$ cat config.mk
export PLATFORM = sky130hd
export DESIGN_NAME = uart_rx
export DESIGN_NICKNAME = d
export VERILOG_FILES = /design/src/rtl/uart_pkg.sv /design/src/rtl/uart_rx_sync.sv /design/src/rtl/uart_rx.sv
export SDC_FILE = /design/constraint.sdc
export NUM_CORES = 1
export LEC_CHECK = 0
export CAP_MARGIN = 20
export CORE_UTILIZATION = 44
export DETAILED_ROUTE_END_ITERATION = 16
export SLEW_MARGIN = 15
export SYNTH_ARGS = -nofsm -noshare
export SYNTH_HDL_FRONTEND = slang
export SYNTH_SLANG_ARGS = --single-unit
$ cat constraint.sdc
create_clock -name clk -period 4.4 [get_ports clk]
set_input_delay 0.88 -clock clk [delete_from_list [all_inputs] [get_ports clk]]
set_output_delay 0.88 -clock clk [all_outputs]
set_load 0.05 [all_outputs]
$ cat src/rtl/uart_pkg.sv
// Shared UART package: receiver FSM state encoding, the default oversample
// ratio and a parity helper used by the receiver datapath.
package uart_pkg;

    typedef enum logic [2:0] {
        IDLE,
        START,
        DATA,
        PARITY,
        STOP
    } rx_state_t;

    localparam int RX_OVERSAMPLE_DEF = 16;

    // True when the received parity bit does not match the selected sense.
    // data_xor is the XOR reduction of the data bits; odd selects odd parity.
    function automatic logic parity_mismatch(input logic data_xor,
                                             input logic par_bit,
                                             input logic odd);
        return (data_xor ^ par_bit) != odd;
    endfunction

endpackage

$ cat src/rtl/uart_rx_sync.sv
// Front end of the UART receiver: a 2-flop synchronizer for the asynchronous
// serial line and a rising-edge detector on the baud generator's RX tick.
// Ports:
//   clk, reset_n  system clock, asynchronous active-low reset
//   rx_tick       RX tick square wave, synchronous to clk
//   rx_serial     asynchronous serial line, idles high
//   rx_s          synchronized serial line
//   stb           one-clk sample strobe per tick period
module uart_rx_sync (
    input  logic clk,
    input  logic reset_n,
    input  logic rx_tick,
    input  logic rx_serial,
    output logic rx_s,
    output logic stb
);

    logic rx_meta;
    logic tick_d;

    // Synchronizer flops reset to the idle-high line level so reset never
    // looks like a start edge.
    always_ff @(posedge clk or negedge reset_n) begin
        if (!reset_n) begin
            rx_meta <= 1'b1;
            rx_s    <= 1'b1;
        end else begin
            rx_meta <= rx_serial;
            rx_s    <= rx_meta;
        end
    end

    // Registered rising-edge detect: the tick is high for more than one clk,
    // so stb is a single-clk pulse once per tick period.
    always_ff @(posedge clk or negedge reset_n) begin
        if (!reset_n) begin
            tick_d <= 1'b0;
            stb    <= 1'b0;
        end else begin
            tick_d <= rx_tick;
            stb    <= rx_tick & ~tick_d;
        end
    end

endmodule

$ cat src/rtl/uart_rx.sv
// UART receiver: oversamples the serial line on strobes derived from the
// baud generator tick, recovers an LSB-first frame (start, data, optional
// parity, stop) and presents the byte with a one-clk valid and error flags.
// Ports:
//   clk, reset_n   system clock, asynchronous active-low reset
//   i_Rx_ClkTick   RX tick square wave from the baud rate generator
//   i_Rx_Serial    asynchronous serial line, idles high
//   o_Rx_Data      last received data, LSB = first bit on the line
//   o_Rx_Valid     one-clk pulse when data and error flags update
//   o_Frame_Err    stop bit sampled low in the last frame
//   o_Parity_Err   parity mismatch in the last frame
//   o_Busy         high whenever the receiver is not idle
module uart_rx
    import uart_pkg::*;
#(
    parameter int DATA_BITS     = 8,
    parameter int PARITY_EN     = 0,
    parameter int PARITY_ODD    = 0,
    parameter int RX_OVERSAMPLE = RX_OVERSAMPLE_DEF
) (
    input  logic                 clk,
    input  logic                 reset_n,
    input  logic                 i_Rx_ClkTick,
    input  logic                 i_Rx_Serial,
    output logic [DATA_BITS-1:0] o_Rx_Data,
    output logic                 o_Rx_Valid,
    output logic                 o_Frame_Err,
    output logic                 o_Parity_Err,
    output logic                 o_Busy
);

    localparam int SW = $clog2(RX_OVERSAMPLE);
    localparam int BW = $clog2(DATA_BITS + 1);
    localparam logic [SW-1:0] MID_START = SW'(RX_OVERSAMPLE / 2 - 1);
    localparam logic [SW-1:0] MID_BIT   = SW'(RX_OVERSAMPLE - 1);
    localparam logic [BW-1:0] LAST_BIT  = BW'(DATA_BITS - 1);
    localparam logic          PAR_ODD   = (PARITY_ODD != 0);

    logic rx_s;
    logic stb;

    rx_state_t            state, state_n;
    logic [SW-1:0]        scnt, scnt_n;
    logic [BW-1:0]        bcnt, bcnt_n;
    logic [DATA_BITS-1:0] shreg, shreg_n;
    logic                 armed, armed_n;
    logic                 par_err, par_err_n;
    logic [DATA_BITS-1:0] data_n;
    logic                 ferr_n, perr_n, valid_n;

    uart_rx_sync u_sync (
        .clk      (clk),
        .reset_n  (reset_n),
        .rx_tick  (i_Rx_ClkTick),
        .rx_serial(i_Rx_Serial),
        .rx_s     (rx_s),
        .stb      (stb)
    );

    always_ff @(posedge clk or negedge reset_n) begin
        if (!reset_n) begin
            state        <= IDLE;
            scnt         <= '0;
            bcnt         <= '0;
            shreg        <= '0;
            armed        <= 1'b0;
            par_err      <= 1'b0;
            o_Rx_Data    <= '0;
            o_Frame_Err  <= 1'b0;
            o_Parity_Err <= 1'b0;
            o_Rx_Valid   <= 1'b0;
        end else begin
            state        <= state_n;
            scnt         <= scnt_n;
            bcnt         <= bcnt_n;
            shreg        <= shreg_n;
            armed        <= armed_n;
            par_err      <= par_err_n;
            o_Rx_Data    <= data_n;
            o_Frame_Err  <= ferr_n;
            o_Parity_Err <= perr_n;
            o_Rx_Valid   <= valid_n;
        end
    end

    // Everything advances only on stb. A start edge is accepted only after the
    // line has been seen high in IDLE (armed), so a held-low line or break
    // cannot retrigger. The frame ends at mid-stop; the rest of the stop bit
    // is spent in IDLE, which also re-arms for the next start edge.
    always_comb begin
        state_n   = state;
        scnt_n    = scnt;
        bcnt_n    = bcnt;
        shreg_n   = shreg;
        armed_n   = armed;
        par_err_n = par_err;
        data_n    = o_Rx_Data;
        ferr_n    = o_Frame_Err;
        perr_n    = o_Parity_Err;
        valid_n   = 1'b0;

        case (state)
            IDLE: begin
                if (stb) begin
                    if (rx_s) begin
                        armed_n = 1'b1;
                    end else if (armed) begin
                        state_n = START;
                        scnt_n  = '0;
                        armed_n = 1'b0;
                    end
                end
            end
            START: begin
                if (stb) begin
                    if (scnt == MID_START) begin
                        if (rx_s) begin
                            state_n = IDLE;
                        end else begin
                            state_n = DATA;
                            scnt_n  = '0;
                            bcnt_n  = '0;
                        end
                    end else begin
                        scnt_n = scnt + 1'b1;
                    end
                end
            end
            DATA: begin
                if (stb) begin
                    scnt_n = (scnt == MID_BIT) ? '0 : scnt + 1'b1;
                    if (scnt == MID_BIT) begin
                        shreg_n = {rx_s, shreg[DATA_BITS-1:1]};
                        bcnt_n  = bcnt + 1'b1;
                        if (bcnt == LAST_BIT) begin
                            state_n = (PARITY_EN != 0) ? PARITY : STOP;
                        end
                    end
                end
            end
            PARITY: begin
                if (stb) begin
                    scnt_n = (scnt == MID_BIT) ? '0 : scnt + 1'b1;
                    if (scnt == MID_BIT) begin
                        par_err_n = parity_mismatch(^shreg, rx_s, PAR_ODD);
                        state_n   = STOP;
                    end
                end
            end
            STOP: begin
                if (stb) begin
                    scnt_n = (scnt == MID_BIT) ? '0 : scnt + 1'b1;
                    if (scnt == MID_BIT) begin
                        data_n  = shreg;
                        ferr_n  = ~rx_s;
                        perr_n  = (PARITY_EN != 0) && par_err;
                        valid_n = 1'b1;
                        state_n = IDLE;
                    end
                end
            end
            default: begin
                state_n = IDLE;
            end
        endcase
    end

    assign o_Busy = (state != IDLE);

endmodule

==> metrics.yaml <==
min_path:
  holdCritPathClass: "flop to flop"
global_route:
  grt-busiest-layer: "met2"
  overflow: 0
  use_met1: 0.237
  use_met3: 0.0649
  grt_pass1_wl_um: 4430
  grt_pass1_vias: 913
  met2_usage: 0.248
  antenna_found_initial: 0
  grt_start_max_net_pins: 27
  grt_usage: 0.174
final_layout:
  syn_to_final_growth_pct: 15.2
  fillers: 287
  final_net_count: 140
  multi_input_area_sq_um: 586
  num_antenna_cells: 0
  drive_gt1_frac: 0.252
  final_cell_count_no_fill: 179
  regArea_sq_um: 853
  finish.utilization: 0.549
setup_path:
  r2r_setup_slack_ns: 2.53
  critical-path-max-stage-delay_ns: 0.71
  worstSetupEndpointType: "output pin"
  critical_path.endpoint: "o_Busy"
  rr_worst_depth: 5
  crit_chain: "nor3_1, inv_1, clkdlybuf4s50_1"
  required_ns: 3.52
  worst_ep_arrival_time_ns: 2.02
  r2r_end: "state[2]$_DFFE_PN0P_"
  worstSetupPathType: "flop to output pin"
  start_kind: "flop"
  r2r-start: "state[1]$_DFFE_PN0P_"
  critPathSlowestCell: "clkdlybuf4s50_1"
  cp-startpoint: "state[1]$_DFFE_PN0P_"
  critPathMaxFanout: 10
floorplanning:
  initial_core_util: 0.476
  num_rows: 20
  dieArea_sq_um: 3620
  fp.dieW_um: 60.2
  coreArea_sq_um: 3130
  die_y_um: 60.2
  io_pins: 16
placed_design:
  dp_cells: 171
  dpl.hpwl_um: 1750
  port_buffers: 14
  gp_congestion: 0.780
route:
  wire_per_inst_um: 14.0
  route.detailed.drc: 0
  wirelength_um: 2510
  ant_nets: 0
  dr.pass1.iters: 4
  dr_total_vias: 932
  drt_iter0_markers: 43
  viasPerCell: 5.21
clock_network:
  cts_sinks: 34
  insertion_delay_ns: 0.34
  postCtsHoldBufs: 0
  h-tree-depth: 2
  cts_resized: 0
  cts.reportedPaths.clkPinSlew_ns: 0.11
  cts_made_buffers: 5
  tritoncts: "done"
  cts_root_buf: "clkbuf_4"
  cts_max_path_buffers: 2
  post_cts_buffers: 0
sta:
  slew_violations: 0
  fmaxAchievable_mhz: 345
  finalSetupViolations: 0
  finalSetupTns_ns: 0
  min_period_ns: 2.90
  skew_ns: 0.00913
  rsz0062_at_grt: "false"
  min_period_over_period: 0.660
  worstMarginPinSlew_ns: 0.503
  hold_viol_final: 0
  slew_headroom: 0.664
logic_synthesis:
  synth_most_common_cell: "dfrtp_1"
  yosysWarnings: 0
  synth_nets: 123
  yosys-top-cells-count: "32 x dfrtp_1, 19 x mux2_2, 9 x o21ai_0"
  synth.avg_cell_area_sq_um: 12.7
  yosys.area.top_type: "dfrtp_1"
  synth.top_cell.area_share: 0.537
  synth_cell_types: 35
  synth_ff_type: "dfrtp_1"
  syn_area_sq_um: 1490
  yosys_register_bits: 34
  postSynthCellCount: 117
  ys_seq_area_frac: 0.573
  synth_area_leaders: "dfrtp_1 54%, mux2_2 14%, dfstp_2 3.5%, o21ai_0 3.0%, ha_1 1.7%"
  synth_edf_count: 0
  async_flop_share: 1.00
power_and_ir_drop:
  p_leak_nw: 0.802
  finalPower_w: 0.000654
  vdd_drop_max_uv: 186
  powerDensity_nw_per_um2: 381
outcome:
  status: "completed"
flow_run:
  maxCapViolCount: 0
-- worst min-delay path by stage --
stage,start,end,slack [ns],cells after the start
after detailed placement,u_sync.rx_meta$_DFF_PN1_,u_sync.rx_s$_DFF_PN1_,0.35,0
after CTS,u_sync.rx_meta$_DFF_PN1_,u_sync.rx_s$_DFF_PN1_,0.36,0
after floorplan,u_sync.rx_meta$_DFF_PN1_,u_sync.rx_s$_DFF_PN1_,0.35,0
final,u_sync.rx_meta$_DFF_PN1_,u_sync.rx_s$_DFF_PN1_,0.36,0
after global placement,u_sync.rx_meta$_DFF_PN1_,u_sync.rx_s$_DFF_PN1_,0.35,0
after global routing,u_sync.rx_meta$_DFF_PN1_,u_sync.rx_s$_DFF_PN1_,0.36,0
-- power by group --
group | internal (W) | total [W] | switching [W]
Combinational | 0.0000494 | 0.000120 | 0.0000702
Sequential | 0.000335 | 0.000354 | 0.0000185
Clock | 0.0000774 | 0.000181 | 0.000103
Total | 0.000462 | 0.000654 | 0.000192
-- through the flow --
stage	hold slack [ns]	cell area, sq um	setup slack (ns)
floorplan	0.345	1490	2.44
global placement	0.347	1660	1.90
detailed placement	0.347	1660	1.87
CTS	0.362	1720	1.48
global route	0.365	1720	1.35
finish	0.361	1720	1.50
-- cell usage in the layout, fill, tap and decap left out, types with 2 or more instances in the layout --
master / count
mux2_2: 19
mux2i_1: 2
nand3_1: 2
inv_1: 4
o21ai_0: 9
clkdlybuf4s50_1: 14
nor2b_1: 4
ha_1: 2
and3_1: 3
dfstp_2: 2
clkbuf_4: 5
dfrtp_1: 32
nor3_1: 2
nand2_1: 4
a22o_1: 2
nor2_1: 6
a31oi_1: 2
-- flip-flops by register name, summed over array words and instances, names as in the netlist --
signal and count:
armed 1, bcnt 4, o_Frame_Err 1, o_Rx_Data 8
o_Rx_Valid 1, scnt 4, shreg 8, state 3
u_sync.rx_meta 1, u_sync.rx_s 1, u_sync.stb 1, u_sync.tick_d 1
-- worst max-delay path: cells and delay by family (launching register included) --
kind          cells  cell delay (ns)
buf+inv           2             0.81
flops             1             0.49
simple gates      1             0.38
-- final cells by class --
class / count / area share
Clock buffer: 7 / 0.0321
Clock inverter: 1 / 0.00292
Tap cell: 44 / 0.0321
Timing Repair Buffer: 15 / 0.0860
Inverter: 4 / 0.00875
Sequential cell: 34 / 0.497
Multi-Input combinational cell: 74 / 0.341
-- cells by family after synthesis --
logic type / synth area share
buffers and inverters: 0.0344
and+or+nand+nor: 0.113
xor gates and xnor gates: 0.00588
muxes: 0.167
other: 0.00252
DFF: 0.573
adders and majority gates: 0.0168
AOI/OAI and AO/OA: 0.0873
-- metal layers --
metal	vias to the layer above	share of wire	routed length, um
li1	454	-	-
met1	455	0.47	1190
met3	6	0.039	99
met5	-	0	0
met4	0	0.017	42
met2	17	0.47	1180
Power figures use the tool's default switching activity.
==> RTL change (same settings) <==
Re-encode `rx_state_t` (5 states) as one-hot, 5 bits wide.
--- a/src/rtl/uart_pkg.sv
+++ b/src/rtl/uart_pkg.sv
@@ -4,8 +4,8 @@
 
-    typedef enum logic [2:0] {
-        IDLE,
-        START,
-        DATA,
-        PARITY,
-        STOP
+    typedef enum logic [4:0] {
+        IDLE   = 5'b00001,
+        START  = 5'b00010,
+        DATA   = 5'b00100,
+        PARITY = 5'b01000,
+        STOP   = 5'b10000
     } rx_state_t;
Behaviour: same outputs for any inputs over 10 cycles, from zero or initial values and one cycle with reset_n low; not proved beyond that.
==> RTL change against the original RTL <==
  * Combinational power is 21% lower
  * Synthesized area rose by 16%
  * Design area rose by 16%
  * Critical path depth unchanged
  * Synthesized cell count up 22%
  * Maximum frequency decreased by 0.83%
  * Routed wire length grew 28%
  * Power grew 13%
  * Critical endpoint unchanged
  * Sequential share of layout area shrank 5.4 points
  * Sequential cell count is 1 higher
  * Worst setup slack lost 24 ps
  * Sequential power barely moved
==> RTL change: results (changes against the original RTL) <==
Route
  • WL final: 3220 um (+28%)
  • Initial DRC count: 51 (+19%)
  • Routed WL per cell: 15.8 um (+13%)
  • Routed via count: 1,208 (+30%)

Final layout
  • Fillers: 331 (+15%)
  • Ant. Diodes: 0 (unchanged)
  • Final nets: 161 (+15%)
  • Storage cell area: 880 um^2 (+3.1%)
  • Share of layout cells above drive strength 1: 23.1% (-2.1 points)

Timing
  • Setup Skew: 4.19 ps (-4.95 ps)
  • Worst slew margin: 63.5% (-2.9 points)

Logic synthesis
  • Library cells used by synthesis: 43 (+23%)
  • Top cells by area, synth: dfrtp_1 47%, mux2_2 12%, dfstp_2 4.6%
  • Register area share after synthesis: 51.1% (-6.2 points)
  • Cells after synthesis: 143 (+22%)
  • Post-synth top cells: 32 x dfrtp_1, 19 x mux2_2, 7 x inv_1
  • Syn Nets: 149 (+21%)

Place
  • Port Buffers: 14 (unchanged)
  • DP Cell Count: 196 (+15%)
  • Post-DP HPWL: 2150 um (+23%)
  • RD Place Congestion: 0.854 (+9.6%)
  • Post-DP Area: 0.00187 mm^2 (+13%)
  • Dpl ws: 1780 ps (-98.5 ps)

CTS
  • Clk_lat worst skew: 290 ps (-50 ps)
  • Clock root cell: clkbuf_8
  • Max clock buf depth: 2 (unchanged)
  • Reg clk slew, reported paths: 70 ps (-40 ps)

Pwr
  • Static leakage: 0.893 nW (+11%)
  • Cell Int Power: 0.543 mW (+18%)
  • Peak VDD IR: 0.224 mV (+21%)

Global route
  • Gr ovfl total: 0 (unchanged)
  • First-pass GRT wire length: 5540 um (+25%)
  • Global-route usage over all layers: 17.9% (+0.49 points)
  • Largest net degree at the start of global routing: 36 (+33%)

Outcome
  • Status: complete, no violations

Worst setup path
  • CP Max Fanout: 13 (+3)
[RTL change: changes by cell type in the layout (fill, tap and decap cells not counted), sizes merged, moves of 3 or more]
cell / delta
o21ai: -4
a32oi: +3
nand3: +3
o2bb2ai: +3
inv: +3
a22oi: +3
[RTL change: area by class of cell]
cell class                 instances  share of cell area [%]
inverter                           7                    1.32
clock buffer                       5                    3.47
clock inverter                     3                    2.21
timing repair buffer              15                    7.44
multi-input combinational         91                    38.2
sequential                        35                    44.4
tap                               48                    3.03
[RTL change: power by group through the flow]
stage | clock network [mW] | logic [mW] | registers (mW)
global placement | 0 | 0.0917 | 0.358
floorplan | 0 | 0.0758 | 0.352
CTS | 0.296 | 0.0950 | 0.353
finish | 0.289 | 0.0945 | 0.354
detailed placement | 0 | 0.0945 | 0.360
global route | 0.309 | 0.104 | 0.355
[RTL change: worst max-delay path: stages (launching register included)]
cell	delay, ps
dfrtp_1	530
nor4b_4	440
inv_1	70
clkdlybuf4s50_1	710
[RTL change: cells by family (layout without fill, tap and decap cells)]
family,Yosys count,in the layout,synth area share [%]
AND/OR/NAND/NOR,36,36,15.0
flip-flops,35,35,51.1
AO/OA/AOI/OAI,29,29,12.6
multiplexers,22,22,14.2
buffers and inverters,17,30,4.94
adder cells (fa/ha/maj),2,2,1.45
other,1,1,0.218
XOR/XNOR,1,1,0.509
[RTL change: final timing paths]
| kind | cells past startpoint | end | slack (ps) | from |
|---|---|---|---|---|
| worst max-delay path | 3 | o_Busy | 1470 | state[1] |
| worst min-delay path | 0 | u_sync.rx_s | 360 | u_sync.rx_meta |
| worst max register to register | 4 | scnt[1] | 2270 | state[1] |
| worst min register to register | 0 | u_sync.rx_s | 360 | u_sync.rx_meta |
| max in group asynchronous | 2 | u_sync.rx_meta | 3060 | reset_n |
| min in group asynchronous | 2 | scnt[1] | 990 | reset_n |
[RTL change: metal layers]
metal / vias up / part of all wire, % / global-route usage (%)
li1: 555 / - / -
met1: 612 / 47 / 22.8
met2: 32 / 47 / 27.5
met3: 9 / 4.3 / 5.63
met4: 0 / 2.5 / 8.61
met5: - / 0 / 0
